==> config.mk <==
export PLATFORM = sky130hd
export DESIGN_NAME = hilo_multiplier
export DESIGN_NICKNAME = d
export VERILOG_FILES = /design/src/rtl/mips_pkg.sv /design/src/rtl/mult_accum_step.sv /design/src/rtl/hilo_multiplier.sv
export SDC_FILE = /design/constraint.sdc
export NUM_CORES = 1
export LEC_CHECK = 0
export CORE_MARGIN = 2
export CORE_UTILIZATION = 48
export DETAILED_ROUTE_END_ITERATION = 10
export PLACE_DENSITY = 0.73
export SLEW_MARGIN = 20
export SYNTH_ARGS = -nofsm -noshare
export SYNTH_HDL_FRONTEND = slang
export SYNTH_SLANG_ARGS = --single-unit
export TNS_END_PERCENT = 30
==> constraint.sdc <==
create_clock -name clk -period 8.3 [get_ports clk]
set_input_delay 1.66 -clock clk [delete_from_list [all_inputs] [get_ports clk]]
set_output_delay 1.66 -clock clk [all_outputs]
set_load 0.005 [all_outputs]
==> src/rtl/mips_pkg.sv <==
// Shared execute-stage definitions: operand width, multiplier FSM states,
// iteration counter width and an operand magnitude helper.
package mips_pkg;

    localparam int XLEN       = 32;
    localparam int MULT_CNT_W = 6;

    typedef enum logic [1:0] {
        IDLE = 2'd0,
        CALC = 2'd1,
        FIX  = 2'd2
    } mult_state_t;

    // Magnitude of a signed operand, or the raw bits for unsigned operation.
    // The most negative value maps onto itself, which is correct as unsigned.
    function automatic logic [XLEN-1:0] abs_val(input logic [XLEN-1:0] value,
                                                input logic            is_sgn);
        abs_val = (is_sgn && value[XLEN-1]) ? (~value + 1'b1) : value;
    endfunction

endpackage

==> src/rtl/mult_accum_step.sv <==
// One shift-and-add iteration: conditionally add the multiplicand into the
// upper accumulator half (33-bit sum including carry), then shift
// {carry, accumulator} right by one bit. Purely combinational.
module mult_accum_step
    import mips_pkg::*;
(
    input  logic [XLEN-1:0]   acc_hi,
    input  logic [XLEN-1:1]   acc_lo,
    input  logic [XLEN-1:0]   mcand,
    input  logic              add_en,
    output logic [2*XLEN-1:0] acc_next
);

    logic [XLEN:0] sum;

    // Add stage and one-bit right shift; bit 0 of the old accumulator falls off.
    always_comb begin
        sum      = {1'b0, acc_hi} + (add_en ? {1'b0, mcand} : {(XLEN+1){1'b0}});
        acc_next = {sum, acc_lo};
    end

endmodule

==> src/rtl/hilo_multiplier.sv <==
// Multi-cycle 32x32 MULT/MULTU unit owning the HI/LO register pair, with
// MTHI/MTLO writes and continuous HI/LO read-out.
// Optional feature macro: MULT_EARLY_EXIT_EN (finish early once the remaining
// multiplier bits are zero, using a barrel shift of the accumulator).
module hilo_multiplier
    import mips_pkg::*;
(
    input  logic            clk,
    input  logic            rst,
    input  logic            start,
    input  logic            is_signed,
    input  logic [XLEN-1:0] a,
    input  logic [XLEN-1:0] b,
    input  logic            wr_hi,
    input  logic            wr_lo,
    input  logic [XLEN-1:0] wdata,
    output logic            busy,
    output logic            done,
    output logic [XLEN-1:0] hi,
    output logic [XLEN-1:0] lo
);

    mult_state_t             state;
    mult_state_t             state_next;
    logic [XLEN-1:0]         mcand;
    logic [XLEN-1:0]         mplr;
    logic [2*XLEN-1:0]       acc;
    logic [MULT_CNT_W-1:0]   cnt;
    logic                    neg;

    logic [2*XLEN-1:0]       acc_step;
    logic [2*XLEN-1:0]       acc_calc_next;
    logic                    calc_last;
    logic [2*XLEN-1:0]       product;

    mult_accum_step u_step (
        .acc_hi   (acc[2*XLEN-1:XLEN]),
        .acc_lo   (acc[XLEN-1:1]),
        .mcand    (mcand),
        .add_en   (mplr[0]),
        .acc_next (acc_step)
    );

`ifdef MULT_EARLY_EXIT_EN
    logic                  mplr_zero;
    logic [MULT_CNT_W-1:0] remaining;

    // Once no set multiplier bits remain, the rest of the iterations are pure
    // shifts, so collapse them into a single barrel shift.
    always_comb begin
        mplr_zero     = (mplr == '0);
        remaining     = MULT_CNT_W'(XLEN) - cnt;
        acc_calc_next = mplr_zero ? (acc >> remaining) : acc_step;
        calc_last     = mplr_zero || (cnt == MULT_CNT_W'(XLEN - 1));
    end
`else
    // Fixed schedule: one add-and-shift per cycle for all XLEN iterations.
    always_comb begin
        acc_calc_next = acc_step;
        calc_last     = (cnt == MULT_CNT_W'(XLEN - 1));
    end
`endif

    // Final sign correction of the unsigned magnitude product.
    always_comb begin
        product = neg ? (~acc + 1'b1) : acc;
    end

    // State register.
    // NOTE: sequential state uses non-blocking (<=) so every register samples
    // pre-edge values; blocking here would create order-dependent races.
    always_ff @(posedge clk or posedge rst) begin
        if (rst) state <= IDLE;
        else     state <= state_next;
    end

    // Next-state logic.
    // NOTE: state_next gets a default before the case so no path leaves it
    // unassigned, which would otherwise infer a latch.
    always_comb begin
        state_next = state;
        unique case (state)
            IDLE:    if (start)     state_next = CALC;
            CALC:    if (calc_last) state_next = FIX;
            FIX:                    state_next = IDLE;
            default:                state_next = IDLE;
        endcase
    end

    // Output decode: the pipeline stalls while an iteration or fix-up is pending.
    always_comb begin
        busy = (state == CALC) || (state == FIX);
    end

    // Operand capture and iteration datapath.
    always_ff @(posedge clk or posedge rst) begin
        if (rst) begin
            mcand <= '0;
            mplr  <= '0;
            acc   <= '0;
            cnt   <= '0;
            neg   <= 1'b0;
        end else begin
            unique case (state)
                IDLE: begin
                    if (start) begin
                        mcand <= abs_val(a, is_signed);
                        mplr  <= abs_val(b, is_signed);
                        neg   <= is_signed & (a[XLEN-1] ^ b[XLEN-1]);
                        acc   <= '0;
                        cnt   <= '0;
                    end
                end
                CALC: begin
                    acc  <= acc_calc_next;
                    mplr <= mplr >> 1;
                    cnt  <= cnt + 1'b1;
                end
                default: ;
            endcase
        end
    end

    // Architectural HI/LO: product on FIX, MTHI/MTLO only while idle.
    always_ff @(posedge clk or posedge rst) begin
        if (rst) begin
            hi <= '0;
            lo <= '0;
        end else if (state == FIX) begin
            hi <= product[2*XLEN-1:XLEN];
            lo <= product[XLEN-1:0];
        end else if (state == IDLE) begin
            if (wr_hi) hi <= wdata;
            if (wr_lo) lo <= wdata;
        end
    end

    // Completion pulse, high for the cycle after HI/LO take the product.
    always_ff @(posedge clk or posedge rst) begin
        if (rst) done <= 1'b0;
        else     done <= (state == FIX);
    end

endmodule

# Word-level counts from Yosys, hierarchy flattened

Index checks and enable logic that the tools add are counted.

Flip-flop bits (word level): 202
Input port bits: 102
Output and inout port bits: 66
Word-level logic and storage cells: 56

Add/sub/neg operators: 5
Eq/ne operators: 5
Multiplexer cells: 19
Bitwise gates (word level): 5
Reduce and logical (&&, ||, !) cells: 13

Operator list:

| operator                                            | count |
|---|---|
| two-way mux 32 bit                                  | 10 |
| two-way mux 64 bit                                  | 2 |
| case mux 64 bit (2 select lines)                    | 1 |
| adder 32 x 1 -> 32 bit, second input constant       | 2 |
| adder 64 x 1 -> 64 bit, second input constant       | 1 |
| NOT 32 bit                                          | 2 |
| NOT 64 bit                                          | 1 |
| case mux 32 bit (2 select lines)                    | 1 |
| adder 32 x 33 -> 33 bit                             | 1 |
| case mux 6 bit (2 select lines)                     | 1 |
| AND reduction 2 bit                                 | 5 |
| nonzero test 2 bit                                  | 4 |
| adder 6 x 1 -> 6 bit, second input constant         | 1 |
| equality test 6 x 5 -> 1 bit, second input constant | 1 |
| two-way mux 6 bit                                   | 1 |
| two-way mux 2 bit                                   | 2 |
| != test 2 bit, second input constant                | 2 |
| case mux 2 bit (2 select lines)                     | 1 |
| equality test 2 x 1 -> 1 bit, second input constant | 1 |
| equality test 2 bit, second input constant          | 1 |
| logical AND 1 bit                                   | 2 |
| zero test 2 bit                                     | 1 |
| bitwise AND 1 bit                                   | 1 |
| logical OR 1 bit                                    | 1 |
| XOR 1 bit                                           | 1 |

# Depth between registers and ports, before layout

Gate-level depths: netlist (run 1).

Word-level depth: 5
Mapped depth: 14
Mapped depth without buffers: 13

# By module

From an unflattened synthesis (run 1), not the netlist that was laid out.

Cell total of the unflattened synthesis: 1,579
Area total of the unflattened synthesis: 13,925.9 µm²

By module, submodules not included:

| module          | times used | cells each | area an instance (µm²) | sequential area each (µm²) |
|---|---|---|---|---|
| hilo_multiplier | 1          | 1,284      | 11,738.8               | 5,054.8 |
| mult_accum_step | 1          | 295        | 2,187.1                | 0.0 |

# Worst setup path before layout (run 1)

Ideal clock, no wire load.

Path kind: input to register
From: input a[1]
To: register mcand[27]
Library setup time: 0.134 ns
Arrival: 3.529 ns
Data required time: 8.166 ns
Path slack: 4.637 ns
Cell stages on the path: 10
Cells stage by stage: or3_1 > or3_1 > or3_1 > clkbuf_1 > nor2_1 > nand2_1 > nor3_1 > a21oi_1 > xnor2_1 > o21ai_0

Longest elaborated chain between the ends: 3

Ends and longest elaborated chain:

| what                   | line                   | RTL |
|---|---|---|
| from (decl)            | hilo_multiplier.sv:12  | `input logic [XLEN-1:0] a,` |
| NOT 32 bit             | mips_pkg.sv:18         | `abs_val = (is_sgn && value[XLEN-1]) ? (~value + 1'b1) : value;` |
| adder 32 x 1 -> 32 bit | mips_pkg.sv:18         |  |
| two-way mux 32 bit     | mips_pkg.sv:18         |  |
| to (signal assigned)   | hilo_multiplier.sv:107 | `mcand <= abs_val(a, is_signed);` |
| to (decl)              | hilo_multiplier.sv:25  | `logic [XLEN-1:0] mcand;` |

No other way between the ends.
A chain may end at the register's enable or synchronous reset.

# Worst setup path in the final report (run 1)

From: input start
To: register mplr[19]

Longest elaborated chain between the ends: 2

Ends and longest elaborated chain:

| what                          | line                   | RTL |
|---|---|---|
| from (decl)                   | hilo_multiplier.sv:10  | `input logic start,` |
| != test 2 bit (no line)       | --                     |  |
| AND reduction 2 bit (no line) | --                     |  |
| to (signal assigned)          | hilo_multiplier.sv:108 | `mplr <= abs_val(b, is_signed);` |
| to (signal assigned)          | hilo_multiplier.sv:116 | `mplr <= mplr >> 1;` |
| to (decl)                     | hilo_multiplier.sv:26  | `logic [XLEN-1:0] mplr;` |

No other way between the ends.

==> reports/metrics.csv, run 1 <==
stage,metric,value,unit
synth,synth_cell_types,63,
finish,antennaDiodeCount,0,
placed_design,dp_slack,3.31,ns
pwr,total_power,4.90,mW
sta,rsz0062_at_grt,false,
worst_setup_path,reg2reg_depth,13,
detailed_routing,avgRoutedWirePerCell,16.7,µm
sta,finClkSkew,0.0124,ns
worst_setup_path,cp.arrival,4.89,ns
worst_setup_path,worst-setup-path-type,primary input to register,
synth,syn_area,12700,µm²
clock_network,cts_resized,0,
sta,setup_ws,3.84,ns
clock_network,clock-sinks,202,
worst_setup_path,start_kind,primary input,
finish,fin_util,58.9,%
worst_setup_path,cp_common_cell,buf_4,
sta,relSlewSlack,30.1,%
sta,min_period_over_period,53.7,%
run,max_cap_violations,0,
detailed_routing,drt-total-wl,32000,µm
worst_setup_path,critPathSlowestCell,a21boi_4,
detailed_routing,num_vias,10880,
sta,worst_pin_slew,1.05,ns
clock_network,post_cts_buffers,0,
sta,fin_tns_setup,0,ns
sta,hold_viol_final,0,
clock_network,cts_tree,done,
detailed_routing,viasPerCell,5.67,
worst_setup_path,crit_required,8.74,ns
synth,synth_top_cell_by_area,dfrtp_1,
detailed_routing,drt-pass1-iter-count,5,
die,ios,168,
clock_network,cts.clk_slew.worst_paths,0.06,ns
detailed_routing,drtIter0Drc,859,
sta,fin_hold_ws,0.473,ns
worst_setup_path,worst_path_largest_cell_delay,0.93,ns
global_routing,grt_pass1_vias,10470,
global_routing,grt_overflow,0,
finish,fillers,2305,
global_routing,grt_max_degree,130,
worst_setup_path,path_max_fanout,71,
clock_network,clk_latency,0.51,ns
synth,ys_warn_count,0,
pwr,power_density,319,nW/µm²
detailed_routing,drc,0,
synth,synth-main-ff-cell,dfrtp_1,
sta,slew_violations,0,
synth,synthTopCellsByCount,"nand2_1 (210), dfrtp_1 (202), o21ai_0 (187), a21oi_1 (96), xnor2_1 (87)",
placed_design,dp_hpwl,23100,µm
worst_setup_path,path_cells,"clkdlybuf4s50_1, nand2_2, buf_4, a21boi_4, buf_4, or3_1, o21ai_0, a21oi_1",
sta,fmax,0.224,GHz
detailed_routing,final_antenna_net_count,0,
global_routing,grtUsageTotal,22.8,%
die,die_x,167,µm
die,start_util,48.8,%
worst_setup_path,crit_path_end_kind,register,
clock_network,clk_path_buf_depth,3,
synth,synth_top_area_share,39.7,%
die,die_area,27800,µm²
sta,min_period,4.46,ns
synth,synthCells,1451,
die,rows,59,
pwr,ir_worst_vdd,0.162,mV
hold_path,hold_class,register to register,
placed_design,place_congestion,0.961,
synth,synth.most_common_cell,nand2_1,
clock_network,root_buffer,clkbuf_16,
synth,ys_seq_elements,202,
synth,synth.avg_cell_area,8.77,µm²
synth,synth.net_count,1593,
placed_design,port-buffer-count,167,
clock_network,numCtsBuffers,22,
synth,synth_edf_count,0,
finish,synthToLayoutAreaGrowth,20.7,%
sta,setup_viol,0,
synth,synth_area_leaders,"dfrtp_1 (40%), o21ai_0 (7.4%), nand2_1 (6.2%)",
finish,nNetsFinal,1713,
status,status,completed,
die,core_area,26100,µm²
finish,layout-drive-gt1-share,4.61,%
clock_network,h-tree-depth,1,
synth,synth_async_sr_flop_share,100,%
hold_path,holdPathStages,2,
synth,ys_seq_area_share,39.7,%
global_routing,antenna_found_initial,0,
clock_network,hold_buffers,0,
global_routing,grt_pass1_wl,53300,µm
pwr,power_leakage,6.68,nW
die,die_height,167,µm
critical path, delay by kind of cell:
kind	cells	cell delay, ns
AOI/OAI and AO/OA	3	1.13
and+or+nand+nor	2	0.34
buffers and inverters	3	1.75
worst paths after layout:
kind	from	to	slack, ns
min in group asynchronous	rst	lo[5]	1.69
worst max-delay path	start	mplr[19]	3.84
max in group asynchronous	rst	acc[21]	5.38
worst max register to register	mplr[0]	acc[63]	4.41
worst min register to register	mcand[9]	mcand[9]	0.47
worst min-delay path	mcand[9]	mcand[9]	0.47
area by class of cell:
class	count	area (µm²)	area share, %
Clock inverter	6	85.1	0.554
Timing Repair Buffer	176	1750	11.4
Inverter	19	78.8	0.513
Tap cell	335	419	2.73
Sequential cell	202	5060	32.9
Multi-Input combinational cell	1150	7330	47.7
Clock buffer	32	639	4.16
power breakdown:
part | total (mW) | switching (mW) | internal (mW)
clock | 0.993 | 0.398 | 0.595
sequential | 1.70 | 0.333 | 1.36
combinational | 2.21 | 1.19 | 1.02
total | 4.90 | 1.92 | 2.98
registers in the layout, indices dropped and copies added, names as in the netlist:
signal  count
acc        64
hi         32
lo         32
mcand      32
mplr       32
cnt         6
state       2
done        1
neg         1
cells by family after synthesis:
group / share of synthesized area, %
AND/OR/NAND/NOR: 17.7
XOR/XNOR: 10.1
AO/OA/AOI/OAI: 20.7
adder cells (fa/ha/maj): 3.99
multiplexers: 4.85
buffers and inverters: 2.92
flip-flops: 39.7
per-layer routing:
layer	vias up	wire length [µm]	track usage, %
met5	-	0	0
met4	0	475	4.72
met3	36	1760	2.92
met2	318	14100	36.0
met1	5121	15600	33.9
li1	5405	-	-
cell usage in the layout (no fill, tap or decap), types with 32 or more instances in the layout:
| master | instances |
|---|---|
| ha_1 | 37 |
| xnor2_1 | 87 |
| clkdlybuf4s50_1 | 167 |
| nand2_1 | 207 |
| xor2_1 | 60 |
| nor2_1 | 75 |
| dfrtp_1 | 201 |
| mux2i_1 | 56 |
| o21ai_0 | 187 |
| a21oi_1 | 95 |
| a22o_1 | 32 |
| and2_1 | 35 |
through the flow:
stage | std cells | instance area [µm²]
CTS | 1920 | 15300
global route | 1920 | 15400
finish | 1920 | 15400
global placement | 1882 | 14600
floorplan | 1451 | 12700
detailed placement | 1882 | 14600
Power figures use the tool's default switching activity.
==> run 2: changes to the inputs <==
Settings changed: PLACE_DENSITY 0.73 to 0.76.
Clock period 8.3 ns to 3.8 ns, I/O delays scaled along.
==> reports/metrics.csv, run 2 (synthesis gave the netlist of run 1 again) <==
stage,metric,value,unit,change
status,status,completed,,unchanged
die,core_area,26100,µm²,unchanged
finish,layout-drive-gt1-share,5.97,%,was 4.61%
finish,seqCellArea,5060,µm²,about the same
finish,synthToLayoutAreaGrowth,22.6,%,was 20.7%
worst_setup_path,cp.arrival,3.84,ns,was 4.89 ns
hold_path,holdPathStages,2,,unchanged
clock_network,cts.clk_slew.worst_paths,0.06,ns,about the same
sta,fin_tns_setup,0,ns,unchanged
die,die_area,27800,µm²,unchanged
clock_network,cts_resized,0,,unchanged
clock_network,numCtsBuffers,22,,unchanged
clock_network,root_buffer,clkbuf_16,,unchanged
clock_network,h-tree-depth,1,,unchanged
detailed_routing,final_antenna_net_count,0,,unchanged
worst_setup_path,worst-setup-path-type,register to register,,was primary input to register
sta,worst_pin_slew,1.10,ns,was 1.05 ns
sta,min_period_over_period,89.5,%,
die,rows,59,,unchanged
worst_setup_path,r2r-end,acc[62],,was acc[63]
clock_network,clk_path_buf_depth,3,,unchanged
detailed_routing,drc,0,,unchanged
pwr,ir_worst_vdd,0.443,mV,was 0.162 mV
global_routing,grtUsageTotal,23.1,%,was 22.8%
global_routing,grt_pass1_wl,53700,µm,"was 53,300 µm"
sta,min_period,3.40,ns,
detailed_routing,num_vias,10990,,"was 10,880"
sta,setup_viol,0,,unchanged
hold_path,hp-start,mcand[22],,was mcand[9]
worst_setup_path,rrSetupSlack,0.40,ns,was 4.41 ns
finish,final_common_cell,nand2_1,,unchanged
finish,top_register,acc,,unchanged
worst_setup_path,crit_required,4.24,ns,was 8.74 ns
run,max_cap_violations,0,,unchanged
global_routing,grt_overflow,0,,unchanged
pwr,total_power,10.8,mW,was 4.90 mW
finish,antennaDiodeCount,0,,unchanged
hold_path,worstHoldEndpoint,mcand[22],,was mcand[9]
sta,fin_hold_ws,0.468,ns,was 0.473 ns
clock_network,hold_buffers,0,,unchanged
placed_design,place_congestion,0.912,,was 0.961
hold_path,hold_class,register to register,,unchanged
detailed_routing,drt-pass1-iter-count,6,,was 5
pwr,power_leakage,6.81,nW,was 6.68 nW
global_routing,antenna_found_initial,0,,unchanged
detailed_routing,viasPerCell,5.66,,was 5.67
placed_design,dp_hpwl,24500,µm,"was 23,100 µm"
sta,rsz0062_at_grt,false,,unchanged
detailed_routing,avgRoutedWirePerCell,16.9,µm,was 16.7 µm
worst_setup_path,path_max_fanout,23,,was 71
die,die_height,167,µm,unchanged
detailed_routing,drt-total-wl,32800,µm,"was 32,000 µm"
clock_network,cts_tree,done,,unchanged
worst_setup_path,reg2reg_depth,12,,was 13
clock_network,post_cts_buffers,0,,unchanged
finish,largest_reg_flops,64,,unchanged
finish,multi_input_area,7330,µm²,about the same
die,die_x,167,µm,unchanged
sta,fmax,0.294,GHz,
finish,fillers,2256,,"was 2,305"
global_routing,grt_max_degree,112,,was 130
sta,finClkSkew,0.0124,ns,about the same
worst_setup_path,reg2reg_from,mplr[0],,unchanged
placed_design,port-buffer-count,167,,unchanged
clock_network,clk_latency,0.50,ns,was 0.51 ns
sta,relSlewSlack,26.3,%,was 30.1%
sta,hold_viol_final,0,,unchanged
worst_setup_path,start_kind,register,,was primary input
finish,nNetsFinal,1734,,"was 1,713"
sta,slew_violations,0,,unchanged
clock_network,clock-sinks,202,,unchanged
die,ios,168,,unchanged
die,start_util,48.8,%,unchanged
worst_setup_path,crit_path_end_kind,register,,unchanged
detailed_routing,drtIter0Drc,780,,was 859
global_routing,grt_pass1_vias,10366,,"was 10,470"
pwr,power_density,693,nW/µm²,was 319 nW/µm²
finish,final_cell_mix,"nand2_1 (208), dfrtp_1 (201), o21ai_0 (187), clkdlybuf4s50_1 (167), a21oi_1 (95)",,"was nand2_1 (207), dfrtp_1 (201), o21ai_0 (187), clkdlybuf4s50_1 (167), a21oi_1 (95)"
[run 2: cell types whose count changed in the layout (fill, tap and decap cells not counted)]
cell	previous run	this run
buf_6	2	0
nand2_2	3	2
inv_8	1	0
clkbuf_8	3	8
bufinv_16	2	0
nand2_1	207	208
buf_4	7	23
dfrtp_2	0	1
dfrtp_4	1	0
buf_12	0	7
clkinvlp_4	2	3
clkbuf_1	6	4
[run 2: worst max path at each step]
| stage | slack (ns) | end | startpoint |
|---|---|---|---|
| 4_1_cts | 0.42 | acc[62] | mplr[0] |
| 5_1_grt | 0.14 | acc[62] | mplr[0] |
| 3_5_place_dp | 0.39 | mcand[27] | a[1] |
| 3_3_place_gp | 0.44 | mcand[27] | a[1] |
| 6_report | 0.40 | acc[62] | mplr[0] |
| 2_1_floorplan | 0.42 | acc[0] | rst |
[run 2: per-layer routing]
metal | share of wire (%) | wire, µm | global-route usage, %
met2 | 45 | 14900 | 37.0
met4 | 1.7 | 555 | 5.10
met1 | 47 | 15500 | 34.0
met5 | 0 | 0 | 0
met3 | 5.7 | 1860 | 2.40
[run 2: through the flow]
step	utilization (%)	cells	cell area, µm²	setup slack, ns
5_1_grt	59.8	1942	15600	0.144
3_5_place_dp	57.0	1903	14900	0.385
6_report	59.8	1942	15600	0.400
2_1_floorplan	-	1451	12700	0.424
3_3_place_gp	57.0	1903	14900	0.438
4_1_cts	59.8	1942	15600	0.425
[run 2: power by group]
part,internal [mW],total (mW),switching (mW)
combinational,2.33,4.98,2.65
clock,1.26,2.11,0.848
sequential,2.98,3.71,0.736
total,6.57,10.8,4.24
[run 2: final cells by class]
type | instances | share of cell area [%]
multi-input cells | 1150 | 47.0
flip-flops and latches | 202 | 32.4
repair buffers | 197 | 12.7
clock buffers | 35 | 4.50
well taps | 335 | 2.69
inverters | 19 | 0.482
clock inverters | 4 | 0.161
[run 2: worst max-delay path: stages (launching register included)]
cell and delay (ns):
dfrtp_1 0.48, buf_12 0.20, and2_1 0.14, ha_1 0.35, a21oi_1 0.21, o21ai_0 0.14, a2111oi_0 0.42, nor2_1 0.07
a41o_1 0.22, o2111ai_1 0.23, a31oi_1 0.15, or4b_2 0.62, nand3_1 0.10
==> RTL edit 1 (config.mk and constraints of run 2) <==
Register the inputs `start`, `is_signed`, `b`, `wr_hi`, `wr_lo` and `wdata` before use. The logic sees them one clock later. The other inputs are not delayed to match.
--- a/src/rtl/hilo_multiplier.sv
+++ b/src/rtl/hilo_multiplier.sv
@@ -20,4 +20,20 @@
     output logic [XLEN-1:0] lo
 );
+
+    logic start_q;
+    logic is_signed_q;
+    logic [XLEN-1:0] b_q;
+    logic wr_hi_q;
+    logic wr_lo_q;
+    logic [XLEN-1:0] wdata_q;
+
+    always_ff @(posedge clk) begin
+        start_q     <= start;
+        is_signed_q <= is_signed;
+        b_q         <= b;
+        wr_hi_q     <= wr_hi;
+        wr_lo_q     <= wr_lo;
+        wdata_q     <= wdata;
+    end
 
     mult_state_t             state;
@@ -81,5 +97,5 @@
         state_next = state;
         unique case (state)
-            IDLE:    if (start)     state_next = CALC;
+            IDLE:    if (start_q)     state_next = CALC;
             CALC:    if (calc_last) state_next = FIX;
             FIX:                    state_next = IDLE;
@@ -104,8 +120,8 @@
             unique case (state)
                 IDLE: begin
-                    if (start) begin
-                        mcand <= abs_val(a, is_signed);
-                        mplr  <= abs_val(b, is_signed);
-                        neg   <= is_signed & (a[XLEN-1] ^ b[XLEN-1]);
+                    if (start_q) begin
+                        mcand <= abs_val(a, is_signed_q);
+                        mplr  <= abs_val(b_q, is_signed_q);
+                        neg   <= is_signed_q & (a[XLEN-1] ^ b_q[XLEN-1]);
                         acc   <= '0;
                         cnt   <= '0;
@@ -131,6 +147,6 @@
             lo <= product[XLEN-1:0];
         end else if (state == IDLE) begin
-            if (wr_hi) hi <= wdata;
-            if (wr_lo) lo <= wdata;
+            if (wr_hi_q) hi <= wdata_q;
+            if (wr_lo_q) lo <= wdata_q;
         end
     end
Check against the original RTL: not equivalent (a bounded check fails within 4 cycles, from zero or initial values and one cycle with rst high).
==> RTL edit 1 against run 2 <==
  * Sequential share of layout area grew 4.9 points
  * Total power grew 15%
  * Largest power group unchanged
  * Die area grew 11%
  * Sequential cell count grew 68
  * Critical path depth is the same
  * Global-route usage grew 0.18 points
  * Setup slack gained 200 ps
  * Routed wire length grew 10%
  * Largest cell class unchanged
  * Area after synthesis grew 11%
  * Design area grew 10%
==> RTL edit 1: results (changes against run 2) <==
OUTCOME='completed'  # unchanged
SYN_INST=1529  # was 1,451
GROUTE.USAGE.OVERALL_PCT=23.3  # was 23.1%
BUFFERS=185  # was 197
CLOCK_AREA_SHARE_PCT=5.74  # was 4.66%
SEQ_AREA_SHARE_PCT=37.4  # was 32.4%
NETLIST_TOP_CELLS_COUNT='sky130_fd_sc_hd__dfrtp_1 (202), sky130_fd_sc_hd__nand2_1 (184), sky130_fd_sc_hd__o21ai_0 (160)'  # was sky130_fd_sc_hd__nand2_1 (210), sky130_fd_sc_hd__dfrtp_1 (202), sky130_fd_sc_hd__o21ai_0 (187)
WIRE_PER_INST_UM=17.5  # was 16.9 um
ROUTE.DETAILED.VIAS_PER_INST=5.68  # was 5.66
WL_MET3_MM=2.57  # was 1.86 mm
CLK-INSERTION-DELAY-LATE_PS=560  # was 500 ps
LAYOUT-DRIVE-GT1-SHARE_PCT=5.59  # was 5.97%
LAYOUTNONFILLERINSTCOUNT=2065  # was 1,942
INITIALDRTVIOLATIONCOUNT=1136  # was 780
TIGHTEST_SLEW_PS=992  # was 1100 ps
YS_TYPES=67  # was 63
NUM-MULTI-INPUT-GATES=1151  # was 1,150
ROUTED-WL-MET2_MM=15.7  # was 14.9 mm
LAYOUT.NON_CLOCK_INVERTERS=21  # was 19
POST_DP_CELL_AREA_MM2=0.0162  # was 0.0149 mm2
FINALCRITICALPERIOD_PS=3200  # was 3400 ps
CLOCK_BUFFER_COUNT=42  # was 35
CP-ENDPOINT='acc[56]$_DFFE_PP0P_'  # was acc[62]$_DFFE_PP0P_
WORST_PATH_CELL_WITH_THE_LONGEST_STAGE_DELAY='sky130_fd_sc_hd__dfrtp_1'  # was sky130_fd_sc_hd__or4b_2
N_FILL_CELL=2441  # was 2,256
VDD_IR_DROP_MAX_V=0.000358  # was 0.000443 V
GRT_PASS1_VIAS=11100  # was 10,400
CRIT_ARRIVAL_PS=3590  # was 3840 ps
HPWL_MM=26.4  # was 24.5 mm
HOLDWS_PS=476  # was 468 ps
TOTAL_CLOCK_NETWORK_POWER_mW=2.86  # was 2.11 mW
-- RTL edit 1: changes by cell type after synthesis, moves of 15 or more --
cell                       delta
sky130_fd_sc_hd__dfxtp_1     +68
sky130_fd_sc_hd__o21ai_0     -27
sky130_fd_sc_hd__nand2_1     -26
sky130_fd_sc_hd__a211oi_1    +20
sky130_fd_sc_hd__and3_1      +18
sky130_fd_sc_hd__clkbuf_1    +15
-- RTL edit 1: logic make-up after synthesis --
group	count (synthesis)	synth area share, %
xor+xnor	145	8.96
buf+inv	108	2.87
mux	45	3.18
simple gates	479	16.8
fa+ha+maj	40	3.58
flops	270	45.3
compound gates	442	19.3
-- RTL edit 1: routing by layer --
| layer | vias up | global-route usage (%) |
|---|---|---|
| li1 | 5734 | - |
| met1 | 5538 | 34.5 |
| met2 | 421 | 36.2 |
| met3 | 44 | 3.72 |
| met4 | 0 | 4.61 |
| met5 | - | 0 |
==> RTL edit 2 (settings of run 2) <==
Without the edit above. The package constant `MULT_CNT_W` goes from 6 to 4.
--- a/src/rtl/mips_pkg.sv
+++ b/src/rtl/mips_pkg.sv
@@ -4,5 +4,5 @@
 
     localparam int XLEN       = 32;
-    localparam int MULT_CNT_W = 6;
+    localparam int MULT_CNT_W = 4;
 
     typedef enum logic [1:0] {
Function: no difference found for any inputs over 4 cycles, from zero or initial values and one cycle with rst high; that may be too few to reach the edited logic, so the function may still have changed.
==> RTL edit 2 against run 2 <==
  * Design area fell by 1.4%
  * Setup slack got worse by 100 ps
  * Largest power group unchanged
  * Sequential cell count fell by 2
  * Critical path type unchanged
  * Global-route usage rose by 1.0 points
  * Highest routed layer unchanged
  * Routed wire length rose by 3.1%
  * Total power rose by 4.5%
  * Fmax fell by 2.9%
  * Area after synthesis rose by 0.27%
==> RTL edit 2: results (changes against run 2) <==
OUTCOME='completed'  # unchanged
CLK-INSERTION-DELAY-LATE_PS=440  # was 500 ps
CRIT_PATH_MAX_INCR_DELAY_PS=730  # was 620 ps
CRITICAL_PATH.TOP_DELAY_FAMILY='simple AND/OR/NAND/NOR gates'  # was compound AO/OA/AOI/OAI gates
LAYOUTNONFILLERINSTCOUNT=1936  # was 1,942
POSTSYNTHNETCOUNT=1608  # was 1,593
LAYOUT-DRIVE-GT1-SHARE_PCT=4.68  # was 5.97%
HPWL_MM=25.1  # was 24.5 mm
GP_CONGESTION=0.920  # was 0.912
CTS_MAX_LEVEL=4  # was 1
SETUP.WORST_PATH.START='acc[3]$_DFFE_PP0P_'  # was mplr[0]$_DFFE_PP0P_
SYNTH_SEQ_AREA_SHARE_PCT=39.2  # was 39.7%
CP-ENDPOINT='hi[12]$_DFFE_PP0P_'  # was acc[62]$_DFFE_PP0P_
YS_TYPES=62  # was 63
GRT_MAX_DEGREE=130  # was 112
GRT_PASS1_VIAS=10500  # was 10,400
VDD_IR_DROP_MAX_V=0.000378  # was 0.000443 V
CLKTRANSATPATHREGS_PS=80  # was 60 ps
POST_DP_CELL_AREA_MM2=0.0148  # was 0.0149 mm2
CRIT_ARRIVAL_PS=3810  # was 3840 ps
NETSWITCHINGPOWER_mW=4.72  # was 4.24 mW
GROUTE.USAGE.OVERALL_PCT=24.1  # was 23.1%
LEAKAGE_nW=6.58  # was 6.81 nW
WIRE_PER_INST_UM=17.5  # was 16.9 um
POWERDENSITY_mW_PER_MM2=734  # was 693 mW/mm2
FINAL_NETS=1730  # was 1,734
HOLDPATHEND='mcand[18]$_DFFE_PP0P_'  # was mcand[22]$_DFFE_PP0P_
CTS.PATH.MAX_BUFFERS=2  # was 3
INITIALDRTVIOLATIONCOUNT=771  # was 780
DETAILEDPLACE.WORSTSLACK_PS=265  # was 385 ps
HOLDWS_PS=474  # was 468 ps
[RTL edit 2: final cells by class]
class                           count  area (um2)
Tap cell                          335         419
Clock inverter                     13         134
Timing Repair Buffer              193        1940
Sequential cell                   200        5000
Inverter                           24        93.8
Fill cell                        2295       10700
Clock buffer                       19         453
Multi-Input combinational cell   1152        7330
[RTL edit 2: layer usage]
| layer | up-vias | global-route usage, % | wire length (um) |
|---|---|---|---|
| met1 | 5302 | 36.2 | 16100 |
| li1 | 5501 | - | - |
| met4 | 0 | 5.25 | 441 |
| met5 | - | 0 | 0 |
| met2 | 377 | 37.2 | 15100 |
| met3 | 31 | 3.37 | 2190 |
[RTL edit 2: logic make-up (layout without fill, tap and decap cells)]
group / after synthesis / after routing / share of synthesized area (%)
mux: 62 / 62 / 4.88
flops: 200 / 200 / 39.2
buf+inv: 114 / 249 / 3.41
xor+xnor: 146 / 146 / 10.0
fa+ha+maj: 40 / 40 / 3.98
simple gates: 470 / 470 / 17.9
compound gates: 434 / 434 / 20.6
[RTL edit 2: worst reg2reg max path, stage by stage (launching register included)]
cell                       delay [ps]
sky130_fd_sc_hd__dfrtp_1          450
sky130_fd_sc_hd__nor4_1           460
sky130_fd_sc_hd__or4b_2           730
sky130_fd_sc_hd__or3_1            370
sky130_fd_sc_hd__or4b_4           600
sky130_fd_sc_hd__nand2b_4         200
sky130_fd_sc_hd__o21ai_0          200
sky130_fd_sc_hd__xor2_1           250
sky130_fd_sc_hd__a21oi_1          110
